## src/rtl/bcp_pkg.sv

```systemverilog
// Shared types and constants for the BCP lane scheduler.
package bcp_pkg;

  localparam int unsigned N_LANES       = 8;
  localparam int unsigned SEL_W         = 3;
  localparam int unsigned LIT_W_DEFAULT = 16;

  // Implied literal: variable index plus polarity bit.
  typedef logic [LIT_W_DEFAULT-1:0] lit_t;

  typedef enum logic [2:0] {
    ST_IDLE = 3'd0,
    ST_ARB  = 3'd1,
    ST_HOLD = 3'd2,
    ST_CONF = 3'd3,
    ST_DONE = 3'd4
  } state_t;

endpackage

```

## src/rtl/rr_pick8.sv

```systemverilog
// Round-robin priority encoder: first set request at or after ptr, wrapping 7->0.
module rr_pick8
  import bcp_pkg::*;
(
  input  logic [N_LANES-1:0] req,
  input  logic [SEL_W-1:0]   ptr,
  output logic               any,
  output logic [SEL_W-1:0]   idx
);

  logic [SEL_W-1:0] cand;

  // Scan lanes starting at ptr; modulo-8 wrap comes from the 3-bit add.
  always_comb begin
    any  = 1'b0;
    idx  = '0;
    cand = '0;
    for (int unsigned i = 0; i < N_LANES; i++) begin
      cand = ptr + SEL_W'(i);
      if (!any && req[cand]) begin
        any = 1'b1;
        idx = cand;
      end
    end
  end

endmodule

```

## src/rtl/bcp_lane_scheduler.sv

```systemverilog
// Round-robin scheduler for the 8 BCP clause-evaluation lanes: issues one
// implied literal at a time over valid/ready and ends the round on a conflict.
module bcp_lane_scheduler
  import bcp_pkg::*;
#(
  parameter int unsigned LIT_W = LIT_W_DEFAULT
) (
  input  logic                       clk,
  input  logic                       rst,
  input  logic                       start_i,
  input  logic [N_LANES-1:0]         req_i,
  input  logic [N_LANES*LIT_W-1:0]   lit_i,
  input  logic [N_LANES-1:0]         conflict_i,
  output logic [SEL_W-1:0]           sel_o,
  output logic [N_LANES-1:0]         grant_o,
  output logic                       imp_valid_o,
  output logic [LIT_W-1:0]           imp_lit_o,
  input  logic                       imp_ready_i,
  output logic                       done_o,
  output logic                       conflict_o,
  output logic [SEL_W-1:0]           conflict_lane_o,
  output logic [7:0]                 issued_cnt_o
);

  state_t             state_q, state_d;
  logic [SEL_W-1:0]   sel_q, sel_d;
  logic [N_LANES-1:0] grant_q, grant_d;
  logic               valid_q, valid_d;
  logic [LIT_W-1:0]   lit_q, lit_d;
  logic               done_q, done_d;
  logic               conf_q, conf_d;
  logic [SEL_W-1:0]   conf_lane_q, conf_lane_d;
  logic [7:0]         cnt_q, cnt_d;
  logic [SEL_W-1:0]   ptr_q, ptr_d;

  logic               pick_any;
  logic [SEL_W-1:0]   pick_idx;
  logic               conf_any;
  logic [SEL_W-1:0]   conf_idx;

  rr_pick8 u_pick (
    .req (req_i),
    .ptr (ptr_q),
    .any (pick_any),
    .idx (pick_idx)
  );

  // Lowest-index conflicting lane.
  always_comb begin
    conf_any = 1'b0;
    conf_idx = '0;
    for (int unsigned i = 0; i < N_LANES; i++) begin
      if (!conf_any && conflict_i[i]) begin
        conf_any = 1'b1;
        conf_idx = SEL_W'(i);
      end
    end
  end

  // Next-state logic for the round FSM and all output registers.
  always_comb begin
    state_d     = state_q;
    sel_d       = sel_q;
    grant_d     = '0;
    valid_d     = valid_q;
    lit_d       = lit_q;
    done_d      = 1'b0;
    conf_d      = conf_q;
    conf_lane_d = conf_lane_q;
    cnt_d       = cnt_q;
    ptr_d       = ptr_q;
    case (state_q)
      ST_IDLE: begin
        if (start_i) begin
          cnt_d   = '0;
          ptr_d   = '0;
          conf_d  = 1'b0;
          state_d = ST_ARB;
        end
      end
      ST_ARB: begin
        if (conf_any) begin
          conf_lane_d = conf_idx;
          state_d     = ST_CONF;
        end else if (pick_any) begin
          sel_d   = pick_idx;
          lit_d   = lit_i[pick_idx*LIT_W +: LIT_W];
          valid_d = 1'b1;
          state_d = ST_HOLD;
        end else begin
          done_d  = 1'b1;
          state_d = ST_DONE;
        end
      end
      ST_HOLD: begin
        // Conflicts are not looked at here; the offer is never withdrawn.
        if (imp_ready_i) begin
          grant_d[sel_q] = 1'b1;
          ptr_d          = sel_q + 1'b1;
          if (cnt_q != '1) cnt_d = cnt_q + 8'd1;
          valid_d        = 1'b0;
          state_d        = ST_ARB;
        end
      end
      ST_CONF: begin
        conf_d  = 1'b1;
        done_d  = 1'b1;
        state_d = ST_DONE;
      end
      ST_DONE: state_d = ST_IDLE;
      default: state_d = ST_IDLE;
    endcase
  end

  // State and output registers, asynchronously reset.
  always_ff @(posedge clk or posedge rst) begin
    if (rst) begin
      state_q     <= ST_IDLE;
      sel_q       <= '0;
      grant_q     <= '0;
      valid_q     <= 1'b0;
      lit_q       <= '0;
      done_q      <= 1'b0;
      conf_q      <= 1'b0;
      conf_lane_q <= '0;
      cnt_q       <= '0;
      ptr_q       <= '0;
    end else begin
      state_q     <= state_d;
      sel_q       <= sel_d;
      grant_q     <= grant_d;
      valid_q     <= valid_d;
      lit_q       <= lit_d;
      done_q      <= done_d;
      conf_q      <= conf_d;
      conf_lane_q <= conf_lane_d;
      cnt_q       <= cnt_d;
      ptr_q       <= ptr_d;
    end
  end

  assign sel_o           = sel_q;
  assign grant_o         = grant_q;
  assign imp_valid_o     = valid_q;
  assign imp_lit_o       = lit_q;
  assign done_o          = done_q;
  assign conflict_o      = conf_q;
  assign conflict_lane_o = conf_lane_q;
  assign issued_cnt_o    = cnt_q;

endmodule
```

## config.mk

```make
export PLATFORM = sky130hd
export DESIGN_NAME = bcp_lane_scheduler
export DESIGN_NICKNAME = d
export VERILOG_FILES = /design/src/rtl/bcp_pkg.sv /design/src/rtl/rr_pick8.sv /design/src/rtl/bcp_lane_scheduler.sv
export SDC_FILE = /design/constraint.sdc
export NUM_CORES = 1
export LEC_CHECK = 0
export CAP_MARGIN = 20
export CORE_UTILIZATION = 38
export CTS_BUF_LIST = sky130_fd_sc_hd__clkbuf_4
export CTS_CLUSTER_DIAMETER = 30
export DETAILED_ROUTE_END_ITERATION = 16
export GPL_TIMING_DRIVEN = 0
export PLACE_DENSITY = 0.86
export SETUP_SLACK_MARGIN = 0.05
export SLEW_MARGIN = 10
export SYNTH_ARGS = -nofsm -noshare
export SYNTH_HDL_FRONTEND = slang
export SYNTH_SLANG_ARGS = --single-unit
```

## constraint.sdc

```tcl
create_clock -name clk -period 3.9 [get_ports clk]
set_input_delay 0.78 -clock clk [delete_from_list [all_inputs] [get_ports clk]]
set_output_delay 0.78 -clock clk [all_outputs]
set_load 0.03 [all_outputs]
```

# After elaboration in Yosys (flattened, before gate mapping)
# Index checks and enable logic that the tools add are counted.
word_totals:
  reg_bits: 47
  inputBits: 148
  out_inout_bits: 41
  word_cells: 152
op_classes:
  addsub: 9
  order_cmp: 10
  eq_ne: 9
  shift: 1
  n_mux: 72
  bitwise: 1
  n_reduce_logical: 40
ops:
  columns: ["op", "n"]
  rows:
  - ["128-bit by 8-bit indexed part select with 16-bit output", 1]
  - ["3-bit two-way mux", 20]
  - ["8-bit two-way mux", 5]
  - ["3-bit by 4-bit < comparator with 1-bit output, second input constant", 9]
  - ["1-bit two-way mux", 32]
  - ["1-bit binary-select mux with 3-bit select", 8]
  - ["8-bit case mux with 2 select lines", 1]
  - ["1-bit logical AND", 15]
  - ["1-bit zero test", 14]
  - ["3-bit adder, second input constant", 4]
  - ["3-bit case mux with 4 select lines", 1]
  - ["2-bit != test, second input constant", 5]
  - ["8-bit by 1-bit adder with 8-bit output, second input constant", 1]
  - ["8-bit != test, second input constant", 1]
  - ["4-bit AND reduction", 2]
  - ["3-bit by 1-bit adder with 3-bit output, second input constant", 2]
  - ["3-bit by 2-bit adder with 3-bit output, second input constant", 2]
  - ["3-bit by 2-bit equality test with 1-bit output, second input constant", 2]
  - ["1-bit case mux with 2 select lines", 3]
  - ["3-bit case mux with 2 select lines", 1]
  - ["2-bit AND reduction", 3]
  - ["3-bit AND reduction", 2]
  - ["2-bit nonzero test", 3]
  - ["1-bit demux with 3-bit select", 1]
  - ["other kinds (4)", 4]

# Depth between registers and ports, before layout
# Gate-level depths: netlist of run 1.
logic_depth:
  word_depth: 27
  depth_mapped: 18
  ltp_nobuf: 11

# By module
# Synthesis of run 1 repeated with hierarchy kept, for this count alone.
hier_totals:
  cells_unflattened: 369
  area_unflattened_um2: 3998.8
by_module_without_submodules:
  columns: ["module", "n_inst", "cells_each", "area_each_um2", "seq_area_each_um2"]
  rows:
  - ["bcp_lane_scheduler", 1, 248, 2917.8, 1176.1]
  - ["rr_pick8", 1, 121, 1081.0, 0.0]

# Least setup slack after synthesis of run 1
# OpenSTA, ideal clock, no wires.
synth_path:
  kind: "register -> register"
  startpoint: "register ptr_q[1]"
  endpoint: "register lit_q[10], in the netlist imp_lit_o[10]"
  setup_ns: 0.137
  t_arrival_ns: 3.817
  t_required_ns: 3.763
  slack_ns: -0.055
  stages_incl_launch_ff: 17
  n_path_buf: 5
  period_less_slack_ns: 3.955
  cell_sequence: "dfrtp_1 > buf_6 > buf_12 > clkbuf_1 > inv_1 > ha_1 > buf_4 > mux2i_1 > a22oi_1 > a311o_1 > a21boi_1 > a311oi_1 > a221oi_4 > buf_6 > mux4_2 > mux2i_1 > a21oi_1"
synth_between:
  elab_chain_cells: 25
  elab_cells_between_ends: 55
  cone_classes: "add/sub (7); shift (1); mux (32); reduce/logical (15)"
synth_lines:
  columns: ["item", "line_no", "rtl"]
  rows:
  - ["start, declared", "bcp_lane_scheduler.sv:34", "logic [SEL_W-1:0] ptr_q, ptr_d;"]
  - ["start signal, assigned", "bcp_lane_scheduler.sv:138", "ptr_q <= ptr_d;"]
  - ["parallel branches: the longest is 25 deep, another holds 3-bit by 1-bit adder with 3-bit output", null, null]
  - ["end signal, assigned", "bcp_lane_scheduler.sv:133", "lit_q <= lit_d;"]
  - ["end, declared", "bcp_lane_scheduler.sv:29", "logic [LIT_W-1:0] lit_q, lit_d;"]
# Several ways; the timed one is not identified. The select of a mux whose other input is x is not followed.
# A chain may end at the register's enable or synchronous reset.

# Worst setup path in the final report of run 1
layout_path:
  startpoint: "register ptr_q[1]"
  endpoint: "register lit_q[1], in the netlist imp_lit_o[1]"
# The elaborated chain is that of the path after synthesis.

==> metrics.txt, run 1 <==
Critical Path RT 4.17 ns; Die H 103 um; Tightest Pin Transition 0.917 ns; NumNets Final 707; Syn Inst Count 342; Max Fclk 268 MHz; first-pass iteration count of the detailed router 5; initial antenna violation count 0; Die Width 103 um; peak supply drop 0.000380 V; CTS Buf Count 5; met2 usage 0.433; critical setup path kind reg2reg; core area 9860 um^2; top-count cell post-synth dfrtp_1; final WL 13,100 um; sequential share of the synthesized area 0.302; H-tree level count 2; Final Max Slew Viols 0; Top delay family on crit path multiplexers; Final min period 3.73 ns; Leak 0.00259 uW; Slew headroom 0.388; Root Driver clkbuf_4; Total Die Area 10,700 um^2; met3 usage 0.0430; Inserted Diodes 0; Final Setup Violations 0; power consumption 3360 uW; largest net degree at the start of global routing 25; post-route ant nets 0; area delta synth->final 65.3%; Residual DRC 0; Post-synth EDFFs 0; global-route wire length before repair 19,700 um; Mapped Avg Cell Area 11.4 um^2; CTS sink cnt 47; CTS tree built; r2r worst-path depth 16; Hold Fails Final Rpt 0; PD cells 521 nW/um^2; worst hold slack 0.522 ns; worst-path fanout max 8; GR met1 Demand/Resource 0.292; status finished, final reports clean; Placer Congestion 0.893; fin area 6440 um^2; Buf+Inv Stages, Crit Path 6; Final Util 0.653; Hold Crit Depth 1; dpl hpwl 10,000 um; crit path cell chain buf_6 -> buf_12 -> inv_8 -> ha_4 -> buf_8 -> mux4_2 -> nor2b_4 -> a21o_1 -> o21ai_2 -> a311oi_2 -> a221oi_4 -> buf_6 -> buf_12 -> mux4_2 -> mux2i_2 -> a21oi_2; Synth top cells by count dfrtp_1, mux4_2, nor2_1; clock buffer depth 2; synthesized flop and latch total 47; global route hottest layer met2; vias in the first global route 4,017; Worst setup EP type flop; grt total ovfl 0; fill count 730; Levels on crit path 16; post-synth top area cell dfrtp_1; Initial Util 0.395; drt wl/cell 19.0 um; RSZ-0062 raised after global routing true; CTS clock-pin slew for the worst setup and hold paths 0.16 ns; Post-DP Area 5980 um^2; setup tns final 0 ns; IO Port Bufs 188; Synth area leaders dfrtp_1, mux4_2, mux2i_1; Startpoint Class flop; Crit path largest cell delay 0.56 ns; max-cap violations 0; Clock Skew 0.0239 ns; worst hold path class reg2reg; # rows 36; top-area cell type share of the netlist area 0.302; dominant synthesized flop cell dfrtp_1; Synth warnings 0; CP max-delay cell mux4_2; critical path arrival 4.01 ns; post-synthesis async set-or-reset flop share 1.00; Netlist Area Pre-Place 3900 um^2; Tot GR Track Use 0.242; Synthesized Nets 494; number of DRC markers in iteration 0 213; Synth cell types 56; IO Count 189; via count 3,901; layout cells sized above 1 0.212; part of the cycle the worst path needs 0.957; vias per inst 5.66; Skew-Pair Late Insertion Delay 0.38 ns
==> layout by cell type, fill, tap and decap left out, types with 5 or more instances in the layout <==
master,n
clkbuf_4,5
buf_6,6
buf_4,15
inv_1,6
nand2_1,18
nor2_1,44
xor2_1,6
nand3_1,9
mux4_2,47
buf_2,5
nor3_1,5
a21oi_1,26
mux2i_2,5
clkdlybuf4s50_1,182
dlymetal6s2s_1,6
dfrtp_1,47
mux2i_1,30
o21ai_0,5
==> final cells by class <==
class,count,area (um^2),share of cell area
plain buffers,20,191,0.0297
clock buffers,5,37.5,0.00582
clock inverters,3,46.3,0.00718
inverters,9,43.8,0.00679
multi-input cells,265,2660,0.412
flip-flops and latches,47,1180,0.182
well taps,133,166,0.0258
repair buffers,207,2130,0.330
==> worst paths after layout <==
check	start	endpoint	slack (ns)
worst max-delay path	ptr_q[1]	imp_lit_o[1]	0.17
worst min-delay path	conflict_lane_o[2]	conflict_lane_o[2]	0.52
worst max register to register	ptr_q[1]	imp_lit_o[1]	0.17
worst min register to register	conflict_lane_o[2]	conflict_lane_o[2]	0.52
max in group asynchronous	rst	ptr_q[1]	2.60
min in group asynchronous	rst	imp_lit_o[4]	0.77
==> logic make-up (layout without fill, tap and decap cells) <==
family,Yosys count,count (layout),share of synthesized area
multiplexers,89,89,0.387
flip-flops,47,47,0.302
AO/OA/AOI/OAI,64,64,0.114
XOR/XNOR,9,9,0.0202
adder cells (fa/ha/maj),4,4,0.0128
AND/OR/NAND/NOR,99,99,0.118
buffers and inverters,30,244,0.0462
==> per-layer routing <==
metal  share of wire  vias up
met5               0        -
met4           0.027        0
met3           0.065       28
met2            0.53      191
met1            0.38     1926
li1                -     1756
==> worst register-to-register path, cell delays in order (launching register included) <==
cell and delay, ns:
dfrtp_1 0.39, buf_6 0.12, buf_12 0.12, inv_8 0.04
ha_4 0.25, buf_8 0.13, mux4_2 0.56, nor2b_4 0.16
a21o_1 0.21, o21ai_2 0.18, a311oi_2 0.09, a221oi_4 0.27
buf_6 0.20, buf_12 0.13, mux4_2 0.50, mux2i_2 0.21
a21oi_2 0.08
==> power by group <==
group          internal (uW)  switching [uW]  total (uW)
clock network            137             176         314
registers                567            67.4         634
logic                   1320            1080        2410
total                   2030            1330        3360
==> flip-flops by register name, indices dropped and copies added (netlist names) <==
name             count
conflict_lane_o      3
conflict_o           1
done_o               1
grant_o              8
imp_lit_o           16
imp_valid_o          1
issued_cnt_o         8
ptr_q                3
sel_o                3
state_q              3
==> through the flow <==
step | setup slack [ns] | std cells
floorplan | 0.0710 | 342
global placement | -0.627 | 663
detailed placement | -0.716 | 664
CTS | 0.0506 | 681
global route | 0.00830 | 689
finish | 0.168 | 689
==> what timing repair did <==
action	in CTS	in global routing
cloned	1	2
setup buffers	8	7
pin swaps	7	9
setup endpoints to repair	20	19
resized for setup	28	29
hold buffers	0	0
(Power assumes the default switching activity.)
==> run 2: changes to the inputs <==
--- a/config.mk
+++ b/config.mk
@@ -6,12 +6,14 @@
 export NUM_CORES = 1
 export LEC_CHECK = 0
 export CAP_MARGIN = 20
-export CORE_UTILIZATION = 38
+export CORE_UTILIZATION = 59
 export CTS_BUF_LIST = sky130_fd_sc_hd__clkbuf_4
 export CTS_CLUSTER_DIAMETER = 30
 export DETAILED_ROUTE_END_ITERATION = 16
+export DONT_BUFFER_PORTS = 1
 export GPL_TIMING_DRIVEN = 0
-export PLACE_DENSITY = 0.86
+export MAX_ROUTING_LAYER = met4
+export PLACE_DENSITY = 0.85
 export SETUP_SLACK_MARGIN = 0.05
 export SLEW_MARGIN = 10
 export SYNTH_ARGS = -nofsm -noshare
==> run 2 against run 1 <==
Wire length decreased by 4.8%. Sequential share of layout area increased by 8.3 points. First-iteration DRC count increased by 96%. Worst setup slack got worse by 0.021 ns. Global-route usage increased by 11 points. Cell count decreased by 34%. Critical endpoint is now imp_lit_o[10]. Highest routed layer unchanged.
==> metrics.txt, run 2 (synthesis gave the netlist of run 1 again) <==
CTS clock-pin slew for the worst setup and hold paths 0.15 ns; IO Port Bufs 0; drt wl/cell 27.5 um; sequential share of power 0.258; Final Util 0.697; Slew headroom 0.456; fill count 437; setup tns final 0 ns; Crit path largest cell delay 0.49 ns; Skew-Pair Late Insertion Delay 0.39 ns; PD cells 672 nW/um^2; dpl hpwl 9480 um; worst hold path class in2async; CP max-delay cell mux4_2; CTS Buf Count 5; Placer Congestion 1.08; part of the cycle the worst path needs 0.963; Clock Skew 0.0136 ns; largest net degree at the start of global routing 26; grt total ovfl 0; worst-path fanout max 9; Max Fclk 266 MHz; most common cell after layout, fill and taps aside dfrtp_1; Post-DP Area 4030 um^2; combinational share of power 0.637; Total Die Area 6940 um^2; H-tree level count 2; Final min period 3.75 ns; number of DRC markers in iteration 0 417; peak supply drop 0.000466 V; Startpoint Class flop; global-route wire length before repair 17,800 um; max-cap violations 0; final WL 12,400 um; clock buffer depth 2; Final Max Slew Viols 0; area delta synth->final 13.5%; footprint of the multi-input gates 2670 um^2; Critical Path RT 4.15 ns; Top delay family on crit path multiplexers; IO Count 189; Die Width 83.3 um; post-route ant nets 0; vias in the first global route 3,229; number of cells after detailed placement 420; core area 6350 um^2; Final Setup Violations 0; Cell Int Power 1720 uW; Buf+Inv Stages, Crit Path 5; Sw Pwr 1250 uW; Initial Util 0.614; CTS sink cnt 47; Leak 0.00178 uW; CTS tree built; Root Driver clkbuf_4; initial antenna violation count 6; Worst setup EP type flop; first-pass iteration count of the detailed router 5; number of flip-flops in the largest register 16; Die H 83.3 um; fin area 4430 um^2; NumNets Final 515; FF+latch area 1180 um^2; Tightest Pin Transition 0.814 ns; layout cells sized above 1 0.302; Sw Ratio 0.422; via count 3,346; crit path cell chain buf_6 -> inv_6 -> ha_4 -> buf_12 -> mux2i_4 -> mux4_2 -> nand3_1 -> a21boi_4 -> and4_4 -> a221oi_4 -> buf_6 -> buf_8 -> mux4_2 -> mux2i_1 -> a21oi_1; commonest non-fill, non-tap cells in the layout dfrtp_1, mux4_2, nor2_1; critical setup path kind reg2reg; Tot GR Track Use 0.356; CTS Hold Bufs 0; vias per inst 7.40; # rows 29; Clock Power Share 0.106; critical path arrival 4.00 ns; Residual DRC 0; Hold Fails Final Rpt 0; status finished, final reports clean; Non-Filler Instances 452
run 2: changes by cell type in the layout (fill, tap and decap cells not counted), moves of 2 or more:
cell             delta
clkbuf_16           -2
clkdlybuf4s50_1   -182
diode_2            +11
dlymetal6s2s_1      -6
mux2i_1             +2
mux2i_2             -3
run 2: worst register-to-register path, cell delays in order, from the launching register on:
cell and delay (ns):
dfrtp_1 0.43, buf_6 0.15, inv_6 0.12, ha_4 0.22, buf_12 0.14, mux2i_4 0.19
mux4_2 0.49, nand3_1 0.16, a21boi_4 0.10, and4_4 0.23, a221oi_4 0.32, buf_6 0.17
buf_8 0.13, mux4_2 0.49, mux2i_1 0.17, a21oi_1 0.11
run 2: layer usage:
layer  part of all wire  vias up  GRT usage  wire length [um]
li1                   -     1386          -                 -
met1               0.35     1652      0.449              4390
met2               0.50      278      0.565              6190
met3               0.13       30      0.109              1570
met4              0.023        0     0.0909               289
met5                  0        -          -                 0
run 2: repair_timing:
item	in CTS	in global routing
hold endpoints to repair	0	0
buffers inserted	6	8
pin swaps	1	6
endpoints found under the setup margin	20	17
resized for setup	15	29
gates cloned	1	0
run 2: final cells by class:
type | count | share of cell area
Antenna cell | 11 | 0.00622
Buffer | 19 | 0.0387
Clock buffer | 5 | 0.00848
Clock inverter | 3 | 0.0105
Inverter | 9 | 0.00961
Multi-Input combinational cell | 265 | 0.604
Sequential cell | 47 | 0.266
Tap cell | 77 | 0.0218
Timing Repair Buffer | 16 | 0.0351
run 2: power groups by stage:
stage | clock network (uW) | registers, uW | logic [uW]
detailed placement | 0 | 774 | 1560
CTS | 315 | 764 | 1660
global placement | 0 | 768 | 1520
floorplan | 0 | 748 | 1320
global route | 332 | 776 | 2020
finish | 315 | 766 | 1890
run 2: path summary, 6_finish.rpt:
path	depth (start not counted)	endpoint	slack [ns]	start
hold / removal	1	grant_o[3]	0.30	rst
hold reg to reg	1	state_q[2]	0.62	state_q[0]
setup reg to reg	15	imp_lit_o[10]	0.15	ptr_q[0]
max in group asynchronous	2	imp_lit_o[14]	3.10	rst
setup / recovery	15	imp_lit_o[10]	0.15	ptr_q[0]
min in group clk	1	ptr_q[1]	0.56	imp_ready_i
run 2: through the flow:
| stage | power (uW) | hold WS (ns) | setup slack, ns |
|---|---|---|---|
| floorplan | 2070 | 0.552 | 0.0710 |
| global placement | 2280 | 0.580 | -0.428 |
| detailed placement | 2340 | 0.610 | -0.601 |
| CTS | 2740 | 0.305 | 0.0517 |
| global route | 3130 | 0.321 | -0.0299 |
| finish | 2980 | 0.296 | 0.146 |
